## src/rtl/alu_result_collector_if.sv

```systemverilog
// Handshake bundle between the ALU result producer, the collector FIFO and its downstream consumer.
// master = producer/consumer environment, slave = the collector.
interface alu_result_collector_if #(
    parameter int DATA_W = 6
);
    logic              in_valid;
    logic              in_ready;
    logic [DATA_W-1:0] result;
    logic              ZF;
    logic              OP;
    logic              out_valid;
    logic              out_ready;
    logic [DATA_W-1:0] out_result;
    logic              out_zf;
    logic              out_op;

    modport master (
        output in_valid, result, ZF, OP, out_ready,
        input  in_ready, out_valid, out_result, out_zf, out_op
    );

    modport slave (
        input  in_valid, result, ZF, OP, out_ready,
        output in_ready, out_valid, out_result, out_zf, out_op
    );
endinterface

```

## src/rtl/alu_result_collector.sv

```systemverilog
// Captures ALU results {OP,ZF,result} into a small FIFO and keeps running statistics
// (modular accumulator, saturating zero-flag count, sticky drop error).
module alu_result_collector #(
    parameter int DATA_W = 6,
    parameter int DEPTH  = 4,
    parameter int CNT_W  = 8
) (
    input  logic                     clk,
    input  logic                     reset,
    alu_result_collector_if.slave    bus,
    output logic [$clog2(DEPTH):0]   level,
    output logic [DATA_W-1:0]        acc,
    output logic [CNT_W-1:0]         zero_cnt,
    output logic                     drop_err
);
    localparam int PTR_W = $clog2(DEPTH);
    localparam int LVL_W = PTR_W + 1;
    localparam int ENT_W = DATA_W + 2;

    logic [ENT_W-1:0] mem_q [DEPTH];
    logic [ENT_W-1:0] mem_d [DEPTH];
    logic [PTR_W-1:0] wr_ptr_q, wr_ptr_d;
    logic [PTR_W-1:0] rd_ptr_q, rd_ptr_d;
    logic [LVL_W-1:0] level_q, level_d;
    logic [DATA_W-1:0] acc_q, acc_d;
    logic [CNT_W-1:0] zero_cnt_q, zero_cnt_d;
    logic             drop_err_q, drop_err_d;
    logic             push, pop;
    logic             full, empty;

    function automatic logic [CNT_W-1:0] sat_inc(input logic [CNT_W-1:0] v);
        return (&v) ? v : v + CNT_W'(1);
    endfunction

    // Flags come only from the registered level, so there is no in->out combinational path.
    assign full  = (level_q == LVL_W'(DEPTH));
    assign empty = (level_q == '0);
    assign push  = bus.in_valid & ~full;
    assign pop   = bus.out_ready & ~empty;

    always_comb begin
        mem_d      = mem_q;
        wr_ptr_d   = wr_ptr_q;
        rd_ptr_d   = rd_ptr_q;
        level_d    = level_q;
        acc_d      = acc_q;
        zero_cnt_d = zero_cnt_q;
        drop_err_d = drop_err_q | (bus.in_valid & full);
        if (push) begin
            mem_d[wr_ptr_q] = {bus.OP, bus.ZF, bus.result};
            wr_ptr_d        = wr_ptr_q + PTR_W'(1);
            acc_d           = acc_q + bus.result;
            if (bus.ZF) zero_cnt_d = sat_inc(zero_cnt_q);
        end
        if (pop) rd_ptr_d = rd_ptr_q + PTR_W'(1);
        if (push && !pop) level_d = level_q + LVL_W'(1);
        else if (pop && !push) level_d = level_q - LVL_W'(1);
    end

    always_ff @(posedge clk) begin
        if (!reset) begin
            wr_ptr_q   <= '0;
            rd_ptr_q   <= '0;
            level_q    <= '0;
            acc_q      <= '0;
            zero_cnt_q <= '0;
            drop_err_q <= 1'b0;
        end else begin
            wr_ptr_q   <= wr_ptr_d;
            rd_ptr_q   <= rd_ptr_d;
            level_q    <= level_d;
            acc_q      <= acc_d;
            zero_cnt_q <= zero_cnt_d;
            drop_err_q <= drop_err_d;
        end
    end

    // Storage holds data only; its contents are don't-care after reset.
    always_ff @(posedge clk) begin
        mem_q <= mem_d;
    end

    assign bus.in_ready   = ~full;
    assign bus.out_valid  = ~empty;
    assign bus.out_result = mem_q[rd_ptr_q][DATA_W-1:0];
    assign bus.out_zf     = mem_q[rd_ptr_q][DATA_W];
    assign bus.out_op     = mem_q[rd_ptr_q][DATA_W+1];
    assign level          = level_q;
    assign acc            = acc_q;
    assign zero_cnt       = zero_cnt_q;
    assign drop_err       = drop_err_q;
endmodule

```

## src/flat_wrapper.sv

```systemverilog
// flat-port wrapper written by rule: the top's interface ports become plain ports
module alu_result_collector_flat 
#(
    parameter int DATA_W = 6,
    parameter int DEPTH  = 4,
    parameter int CNT_W  = 8
)
  (clk, reset, level, acc, zero_cnt, drop_err, bus_in_valid, bus_result, bus_ZF, bus_OP, bus_out_ready, bus_in_ready, bus_out_valid, bus_out_result, bus_out_zf, bus_out_op);
  alu_result_collector_if #(.DATA_W(DATA_W)) bus_i ();
  input  logic clk;
  input  logic reset;
  output logic [$clog2(DEPTH):0] level;
  output logic [DATA_W-1:0] acc;
  output logic [CNT_W-1:0] zero_cnt;
  output logic drop_err;
  input wire logic [$bits(bus_i.in_valid)-1:0] bus_in_valid;
  input wire logic [$bits(bus_i.result)-1:0] bus_result;
  input wire logic [$bits(bus_i.ZF)-1:0] bus_ZF;
  input wire logic [$bits(bus_i.OP)-1:0] bus_OP;
  input wire logic [$bits(bus_i.out_ready)-1:0] bus_out_ready;
  output wire logic [$bits(bus_i.in_ready)-1:0] bus_in_ready;
  output wire logic [$bits(bus_i.out_valid)-1:0] bus_out_valid;
  output wire logic [$bits(bus_i.out_result)-1:0] bus_out_result;
  output wire logic [$bits(bus_i.out_zf)-1:0] bus_out_zf;
  output wire logic [$bits(bus_i.out_op)-1:0] bus_out_op;
  assign bus_i.in_valid = bus_in_valid;
  assign bus_i.result = bus_result;
  assign bus_i.ZF = bus_ZF;
  assign bus_i.OP = bus_OP;
  assign bus_i.out_ready = bus_out_ready;
  assign bus_in_ready = bus_i.in_ready;
  assign bus_out_valid = bus_i.out_valid;
  assign bus_out_result = bus_i.out_result;
  assign bus_out_zf = bus_i.out_zf;
  assign bus_out_op = bus_i.out_op;
  alu_result_collector #(.DATA_W(DATA_W), .DEPTH(DEPTH), .CNT_W(CNT_W)) u_core (.clk(clk), .reset(reset), .bus(bus_i), .level(level), .acc(acc), .zero_cnt(zero_cnt), .drop_err(drop_err));
endmodule
```

## config.mk

```make
export PLATFORM = sky130hd
export DESIGN_NAME = alu_result_collector_flat
export DESIGN_NICKNAME = d
export VERILOG_FILES = /design/src/rtl/alu_result_collector_if.sv /design/src/rtl/alu_result_collector.sv /design/src/flat_wrapper.sv
export SDC_FILE = /design/constraint.sdc
export NUM_CORES = 1
export LEC_CHECK = 0
export BUFFER_PORTS_ARGS = -buffer_cell sky130_fd_sc_hd__buf_2
export CAP_MARGIN = 20
export CELL_PAD_IN_SITES_DETAIL_PLACEMENT = 2
export CELL_PAD_IN_SITES_GLOBAL_PLACEMENT = 2
export CORE_AREA = 3 3 85 87
export CTS_CLUSTER_DIAMETER = 40
export DETAILED_ROUTE_END_ITERATION = 6
export DIE_AREA = 0 0 88 90
export PLACE_DENSITY = 0.77
export SLEW_MARGIN = 20
export SYNTH_ARGS = -nofsm -noshare
export SYNTH_HDL_FRONTEND = slang
export SYNTH_SLANG_ARGS = --single-unit
```

## constraint.sdc

```tcl
create_clock -name clk -period 2.8 [get_ports clk]
set_input_delay 0.28 -clock clk [delete_from_list [all_inputs] [get_ports clk]]
set_output_delay 0.28 -clock clk [all_outputs]
set_load 0.005 [all_outputs]
```

Yosys cells after proc, flatten, opt, wreduce, memory -nomap -nowiden
Index checks and enable logic that the tools add are counted.
{"block": "op_classes", "addsub": 6, "n_mux": 8, "reduce_logical": 9, "order_cmp": 3, "bitwise": 9, "eq_ne": 1}
{"operator": "$bwmux 32", "count": 1}
{"operator": "$mux 8", "count": 3}
{"operator": "$bmux 8 s2", "count": 1}
{"operator": "$demux 8 s2", "count": 1}
{"operator": "$add 8x1->8 const B", "count": 1}
{"operator": "$reduce_and 8->1", "count": 1}
{"operator": "$add 6x6->6", "count": 1}
{"operator": "$ge 3x3->1 const B", "count": 2}
{"operator": "$mux 3", "count": 2}
{"operator": "$not 2->3", "count": 2}
{"operator": "$add 2x1->2 const B", "count": 2}
{"operator": "$add 3x1->3 const B", "count": 1}
{"operator": "$and 1x1->1", "count": 3}
{"operator": "$eq 3x3->1 const B", "count": 1}
{"operator": "$logic_and 1x1->1", "count": 3}
{"operator": "$logic_not 3->1", "count": 1}
{"operator": "$lt 3x1->1 const B", "count": 1}
{"operator": "$not 1->1", "count": 3}
{"operator": "$reduce_and 3->1", "count": 1}
{"operator": "$sub 3x1->3 const B", "count": 1}
{"operator": "$logic_not 1->1", "count": 2}
{"operator": "$reduce_bool 2->1", "count": 1}
{"operator": "$or 1x1->1", "count": 1}
{"block": "totals", "in_bits": 12, "ff_bits": 54}

Longest topological paths before layout
Gate-level depths: netlist (run 1).
{"block": "logic_depth", "word_depth": 7, "ltp_mapped": 10, "ltp_nobuf": 8}

Worst setup path before layout (run 1)
Ideal clock, no wire load.
{"block": "synth_timing", "kind": "reg2reg", "startpoint": "register u_core.level_q[0] (netlist: u_core.level[0])", "endpoint": "register u_core.level_q[2] (netlist: u_core.level[2])", "setup_slack_ns": 0.585, "t_arrival_ns": 2.145, "path_stages_with_launch": 9, "path_buffers": 0, "synth_period_minus_slack_ns": 2.215, "cell_sequence": "dfxtp_1 -> or3_2 -> nand2_1 -> ha_1 -> inv_1 -> fa_1 -> xor2_1 -> or3_1 -> a21oi_1"}
{"block": "synth_via", "elab_chain_len": 6, "elab_cells_between_ends": 15, "cone_classes": "add/sub: 2; eq/ne: 1; mux: 2; bitwise: 4; reduce/logical: 6"}
{"item": "start, declared", "line": "alu_result_collector.sv:24", "text": "logic [LVL_W-1:0] level_q, level_d;"}
{"item": "start signal, assigned", "line": "alu_result_collector.sv:71", "text": "level_q <= level_d;"}
{"item": "$logic_not 3->1 *", "line": "alu_result_collector.sv:37", "text": "assign empty = (level_q == '0);"}
{"item": "$not 1->1 *"}
{"item": "net bus_out_valid", "line": "flat_wrapper.sv:22", "text": "output wire logic [$bits(bus_i.out_valid)-1:0] bus_out_valid;"}
{"item": "$and 1x1->1 *", "line": "alu_result_collector.sv:39", "text": "assign pop = bus.out_ready & ~empty;"}
{"item": "$logic_not 1->1", "line": "alu_result_collector.sv:56", "text": "if (push && !pop) level_d = level_q + LVL_W'(1);"}
{"item": "$logic_and 1x1->1", "line": "alu_result_collector.sv:56"}
{"item": "$mux 3 or $reduce_bool 2->1 (tied branches)"}
Mark *: on every way through the listed nets, which the timed path passes. The rest lies on a longest branch. The select of a mux whose other input is x is not followed.
A chain may end at the register's enable or synchronous reset.

Final worst setup path (run 1)
{"block": "layout_timing", "startpoint": "register u_core.level_q[0] (netlist: u_core.level[0])", "endpoint": "register u_core.level_q[2] (netlist: u_core.level[2])"}
{"block": "layout_via", "elab_chain_len": 6, "elab_cells_between_ends": 15, "cone_classes": "add/sub: 2; eq/ne: 1; mux: 2; bitwise: 4; reduce/logical: 6"}
{"item": "branches (longest 6 deep; another with $sub 3x1->3)"}
Several ways; the timed one is not identified. The select of a mux whose other input is x is not followed.

==> results of run 1 <==
-- layout by cell type, fill, tap and decap left out, types with 2 or more instances in the layout --
cell type  instances
buf_2             39
edfxtp_1          32
dfxtp_1           22
nor2_1            14
a21oi_1           13
ha_1              11
nand2_1            8
mux4_2             8
nand3_1            8
inv_1              6
xor2_1             6
clkbuf_8           5
and3_2             4
o21ai_0            4
mux2i_1            4
nand4_1            3
o31ai_1            3
or4_1              3
or3_1              3
xnor2_1            3
or3_2              2
o22ai_1            2
fa_1               2
-- final cells by class --
type                    count  share of cell area (%)
clock buffers               6                   2.602
clock inverters             2                   1.391
inverters                   6                  0.8075
multi-input cells         115                   34.23
flip-flops and latches     54                   50.25
well taps                  77                   3.454
repair buffers             40                   7.268
-- stage by stage --
stage	area [um2]	std cells	worst slack, ns
after global routing	2789	300	0.2647
after floorplan	2439	184	0.5849
final	2789	300	0.4707
after global placement	2678	292	0.5421
after CTS	2789	300	0.4439
after detailed placement	2678	292	0.4734
-- worst max-delay path: stages (launching register included) --
cell	delay [ns]
dfxtp_1	0.39
or3_2	0.52
nand2_1	0.12
ha_1	0.19
inv_1	0.06
fa_1	0.37
xor2_1	0.16
or3_1	0.31
a21oi_1	0.14
-- kinds of logic (layout without fill, tap and decap cells) --
| group | count (synthesis) | count (layout) |
|---|---|---|
| adder cells (fa/ha/maj) | 13 | 13 |
| multiplexers | 12 | 12 |
| buffers and inverters | 15 | 54 |
| flip-flops | 54 | 54 |
| AO/OA/AOI/OAI | 29 | 29 |
| AND/OR/NAND/NOR | 52 | 52 |
| XOR/XNOR | 9 | 9 |
-- power by group --
part | switching [mW] | leakage, nW | total, mW | internal, mW
registers | 0.124 | 0.473 | 1.08 | 0.957
clock network | 0.269 | 0.0554 | 0.538 | 0.269
logic | 0.323 | 0.544 | 0.660 | 0.337
total | 0.716 | 1.07 | 2.28 | 1.56
-- registers in the layout, indices dropped and copies added (netlist names) --
name	cells
u_core.mem_q	32
u_core.zero_cnt	8
u_core.acc	6
u_core.level	3
u_core.rd_ptr_q	2
u_core.wr_ptr_q	2
u_core.drop_err	1
-- per-layer routing --
metal	wire length (um)	vias to the layer above
met3	183	2
li1	-	762
met4	20	0
met5	0	-
met2	3000	27
met1	2586	810
-- how the worst min path moves through the flow --
stage	startpoint	end	slack, ns	depth (start not counted)
after global placement	u_core.drop_err	u_core.drop_err	0.45	2
after global routing	bus_OP	u_core.mem_q[15]	0.16	1
after detailed placement	u_core.drop_err	u_core.drop_err	0.46	2
final	bus_OP	u_core.mem_q[23]	0.18	1
after floorplan	bus_result[0]	u_core.mem_q[0]	0.38	0
after CTS	bus_OP	u_core.mem_q[23]	0.17	1
==> impl_results.md, run 1 <==
* Max-slew violation count at 0
* Rows at 29
* Status: completed
* Initial antenna violation count at 0
* IO buf count at 39
* Critical path endpoint: u_core.level[2]
* First-pass GRT wire length at 9432 um
* Synth Area in Compound Gates at 7.850%
* Clock sink total at 54
* Final core utilization at 43.42%
* Ys flop type: edfxtp_1
* Fin. Hold Viols at 0
* Largest net degree at the start of global routing at 21
* MaxCap Viol Count at 0
* Post-synth ARST share at 0%
* Routed wire length at 5791 um
* Post-synth top area share at 39.40%
* FF-to-FF setup slack at 0.47 ns
* Core ar. at 6422 um2
* Drt first pass iters at 5
* Reg2Reg Launch Point: u_core.level[0]
* # IOs at 40
* Clock Latency Late Sink at 0.32 ns
* Unique masters post-synth at 39
* Post-Syn Nets at 209
* CP Class: flop to flop
* Main combinational cell family by area after synthesis: simple AND/OR/NAND/NOR gates
* Syn. warnings at 0
* CTS tree: yes
* Most frequent cells after synthesis: edfxtp_1, dfxtp_1, nor2_1, a21oi_1, ha_1
* Hold_ws at 0.1779 ns
* Final setup fails at 0
* Ranking of synthesized cells by area: edfxtp_1, dfxtp_1, mux4_2
* Total number of H-tree levels at 2
* Slew @ Worst Pin at 0.6875 ns
* Synthesis-to-layout area growth at 14.37%
* Fill count at 653
* RSZ-0062 raised after global routing: false
* Gr busiest metal: met2
* Storage cell area at 1401 um2
* Mux share of post-synthesis cell area at 9.030%
* Clock Path Buffers at 2
* Number of synthesized register bits at 54
* Fin nets at 247
* Synth Instances at 184
* EDFF count, synth at 32
* Share of layout cells above drive strength 1 at 28.70%
* GR Util All Layers at 15.47%
* Post-DP HPWL at 4148 um
* Post-CTS Setup Bufs at 0
* Peak supply drop at 0.3863 mV
* CTS clock-pin slew for the worst setup and hold paths at 0.10 ns
* Hold crit path type: input pin to flop
* Multi-input gate area at 954.7 um2
* Gpl congestion at 0.6771
* M3 GR Usage at 3.839%
* Num CTS Buffers at 5
* Number of global-route vias before repair at 1760
* Vias at 1601
* Mean number of vias per cell at 5.337
* Largest area contributor in the netlist: edfxtp_1
* Antenna diodes at 0
* Wire per inst at 19.30 um
* Die H at 90 um
* Leak Pwr at 1.073 nW
* Post-CTS Hold Fix Bufs at 0
* Setup Skew at 0.009629 ns
* Tmin final at 2.329 ns
* CP Max Fanout at 6
* Routing usage on met2 at 26.19%
* Pwr Total at 2.279 mW
* Post-Route Setup TNS at 0 ns
* # resized after CTS at 0
* Die X at 88 um
* Simple-Gate Fraction of Synth Area at 11.75%
* Die area at 7920 um2
* FF-to-FF End: u_core.level[2]
* Sequential share of the synthesized area at 57.47%
* Startpoint types: flop
* GR Util met1 at 20.05%
* Mean Syn Cell Area at 13.25 um2
* Critical path arrival at 2.57 ns
* Pwr dens at 817.3 nW/um2
* Most common cell in the synthesized netlist: edfxtp_1
* Fin crit share at 83.19%
* Max Clk Rate at 429.3 MHz
* GR Overflow Total at 0
* Clock root buffer master: clkbuf_8
* Post-route DRC violation count at 0
* Worst Setup SP: u_core.level[0]
* Netlist Area Pre-Place at 2439 um2
* Detail Route Antenna Nets at 0
* Max_slew headroom at 54.10%
* Synth Area in Adders at 7.286%
* Initial drt markers at 63
* Worst EP required at 3.04 ns
* Nature of the critical path endpoint: flop
* R2R depth at 8
* Initial Util at 37.97%
* Post-Synth XOR/XNOR Area at 3.232%
Power figures use the tool's default switching activity.
==> inputs of run 2 (changes only) <==
- ABC_AREA: default -> 1
- CORE_AREA: 3 3 85 87 -> 3 3 90 92
- DIE_AREA: 0 0 88 90 -> 0 0 93 95
- PLACE_DENSITY: 0.77 -> 0.78
- clock period: 2.8 -> 2.22 ns (I/O delays scaled with it)
==> run 2 against run 1 <==
  * Global-route usage increased by 1.5 points
  * Final cell count increased by 37%
  * Via count increased by 26%
  * Register-to-register slack got worse by 0.30 ns
  * Clock-buffer cell count unchanged
  * Routed wire length increased by 20%
  * Largest power group unchanged
==> impl_results.md, run 2 <==
* MaxCap Viol Count at 0 (unchanged)
* Clock Latency Late Sink at 0.32 ns (about the same)
* Largest net degree at the start of global routing at 19 (-9.5%)
* Unique masters post-synth at 27 (-31%)
* Max reg flops at 32 (unchanged)
* Syn. warnings at 0 (unchanged)
* Clock Path Buffers at 2 (unchanged)
* RSZ-0062 raised after global routing: false
* WHS Endpoint: u_core.mem_q[31]
* Mean Syn Cell Area at 9.556 um2 (-28%)
* Crit path max-delay family: adder cells
* Number of synthesized register bits at 54 (unchanged)
* Slowest stage cell, crit path: dfxtp_2
* Final setup fails at 0 (unchanged)
* Ys flop type: edfxtp_1
* Largest Register: u_core.mem_q
* Largest area contributor in the netlist: edfxtp_1
* Ranking of synthesized cells by area: edfxtp_1, dfxtp_1, nand2_1
* Initial drt markers at 52 (-17%)
* Synth Instances at 265 (+44%)
* Pwr dens at 951.5 nW/um2 (+16%)
* Detail Route Antenna Nets at 0 (unchanged)
* Total number of H-tree levels at 2 (unchanged)
* Peak supply drop at 0.2720 mV (-30%)
* Max_slew headroom at 64.48% (+10 points)
* Max Clk Rate at 488.8 MHz (+14%)
* Startpoint types: flop
* Die X at 93 um (+5.7%)
* FF-to-FF End: u_core.level[2]
* Post-CTS Setup Bufs at 0 (unchanged)
* Sequential share of the synthesized area at 55.34% (-2.1 points)
* Post-synth top area share at 37.94% (-1.5 points)
* Post-Syn Nets at 290 (+39%)
* CP Class: flop to flop
* # IOs at 40 (unchanged)
* Post-DP HPWL at 5193 um (+25%)
* Netlist Area Pre-Place at 2532 um2 (+3.8%)
* Most common cell after layout, fill and taps aside: nand2_1
* Fin nets at 336 (+36%)
* Reg2Reg Launch Point: u_core.level[0]
* Wire per inst at 16.91 um (-12%)
* Num CTS Buffers at 5 (unchanged)
* Slew @ Worst Pin at 0.5323 ns (-0.1553 ns)
* Rows at 31 (+6.9%)
* Hold crit path type: input pin to flop
* Post-synth ARST share at 0% (unchanged)
* Max-slew violation count at 0 (unchanged)
* Core ar. at 7292 um2 (+14%)
* Most frequent cells after synthesis: nand2_1, nor2_1, edfxtp_1, inv_1, o21ai_0
* Antenna diodes at 0 (unchanged)
* Placed cell area at 2859 um2 (+6.8%)
* Clock sink total at 54 (unchanged)
* FF-to-FF setup slack at 0.17 ns (-0.30 ns)
* Share of layout cells above drive strength 1 at 21.15% (-7.5 points)
* Number of global-route vias before repair at 2181 (+24%)
* Setup Skew at 0.008597 ns (-0.001032 ns)
* Fin. Hold Viols at 0 (unchanged)
* Initial antenna violation count at 0 (unchanged)
* Routed wire length at 6949 um (+20%)
* Gpl congestion at 0.7465 (+10%)
* Post-CTS Hold Fix Bufs at 0 (unchanged)
* Worst Path Buf+Inv at 2 (+1)
* Vias at 2010 (+26%)
* First-pass GRT wire length at 11410 um (+21%)
* Tmin final at 2.046 ns (-0.2835 ns)
* CP Max Fanout at 14 (+8)
* GR Util All Layers at 17.01% (+1.5 points)
* Worst EP required at 2.42 ns (-0.62 ns)
* EDFF count, synth at 32 (unchanged)
* Post-Route Setup TNS at 0 ns (unchanged)
* Clock root buffer master: clkbuf_8
* Nature of the critical path endpoint: flop
* # resized after CTS at 0 (unchanged)
* IO buf count at 39 (unchanged)
* CTS tree: yes
* Most common cell in the synthesized netlist: nand2_1
* Worst Hold Depth at 1 (unchanged)
* Worst path max stage delay at 0.40 ns (-0.12 ns)
* Cells along the critical path: nor2_4 -> nand2_4 -> nand2_8 -> inv_4 -> ha_1 -> inv_1 -> fa_1 -> a21oi_1 -> o21ai_0 -> o21ai_0 -> a21oi_1
* Commonest cells after routing, fill and taps aside: nand2_1, buf_2, nor2_1
* GR Overflow Total at 0 (unchanged)
* Post-route DRC violation count at 0 (unchanged)
* Drt first pass iters at 4 (-1)
* Status: completed
* Die H at 95 um (+5.6%)
* Initial Util at 34.73% (-3.2 points)
* Synthesis-to-layout area growth at 16.45%
* Mean number of vias per cell at 4.891 (-8.4%)
* R2R depth at 11 (+3)
* HP Start: bus_OP
* CTS clock-pin slew for the worst setup and hold paths at 0.10 ns (about the same)
* Critical path arrival at 2.25 ns (-0.32 ns)
* Leak Pwr at 1.232 nW (+15%)
* Design area at 2949 um2 (+5.7%)
* Die area at 8835 um2 (+12%)
* Fin crit share at 92.16% (+9.0 points)
run 2: cell count changes in the layout (fill, tap and decap cells not counted), moves of 4 or more:
cell,previous run,this run
inv_1,6,27
a21oi_1,13,20
nor2_1,14,37
and3_2,4,0
nand2_1,8,42
o21ai_0,4,25
nand2_2,0,4
mux2i_1,4,0
buf_4,1,5
o22ai_1,2,8
mux4_2,8,0
run 2: worst max path at each step:
stage	startpoint	end	depth (start not counted)
CTS	u_core.level[0]	u_core.level[2]	11
global route	u_core.level[0]	u_core.level[2]	11
floorplan	u_core.level[0]	u_core.level[2]	11
finish	u_core.level[0]	u_core.level[2]	11
global placement	u_core.level[0]	u_core.level[2]	11
detailed placement	u_core.level[0]	u_core.level[2]	11
run 2: logic make-up after synthesis:
logic type               count (synthesis)  share of synthesized area [%]
XOR/XNOR                                 4                          1.384
AO/OA/AOI/OAI                           55                          11.27
adder cells (fa/ha/maj)                 13                          7.016
AND/OR/NAND/NOR                        105                          19.42
flip-flops                              54                          55.34
buffers and inverters                   34                          5.583
run 2: routing by layer:
| layer | part of all wire [%] | GRT usage (%) | wire length, um | vias to the layer above |
|---|---|---|---|---|
| met5 | 0 | 0 | 0 | - |
| met4 | 1.4 | 5.739 | 98 | 0 |
| met3 | 2.2 | 2.709 | 150 | 7 |
| met2 | 55 | 32.45 | 3797 | 23 |
| met1 | 42 | 19.15 | 2902 | 1004 |
| li1 | - | - | - | 976 |
run 2: power by group:
group | internal (mW) | switching (mW)
Combinational | 0.349 | 0.577
Clock | 0.223 | 0.339
Sequential | 1.21 | 0.112
run 2: layout make-up:
cell class / instances / area [um2]
Sequential cell: 54 / 1404
Multi-Input combinational cell: 177 / 989.7
Tap cell: 99 / 123.9
Inverter: 29 / 111.4
Clock inverter: 2 / 15.01
Timing Repair Buffer: 44 / 232.7
Fill cell: 840 / 4343
Clock buffer: 6 / 72.57
run 2: per-stage QoR:
stage / worst slack, ns / utilization, % / power [mW] / std cells / hold WS [ns]
after floorplan: 0.3584 / - / 1.880 / 265 / 0.3209
after global placement: 0.2263 / 39.21 / 2.189 / 403 / 0.4365
after detailed placement: 0.1631 / 39.21 / 2.269 / 403 / 0.4452
after CTS: 0.09339 / 40.41 / 2.859 / 411 / 0.1225
after global routing: 0.006452 / 40.44 / 3.008 / 411 / 0.1298
final: 0.1741 / 40.44 / 2.806 / 411 / 0.1351
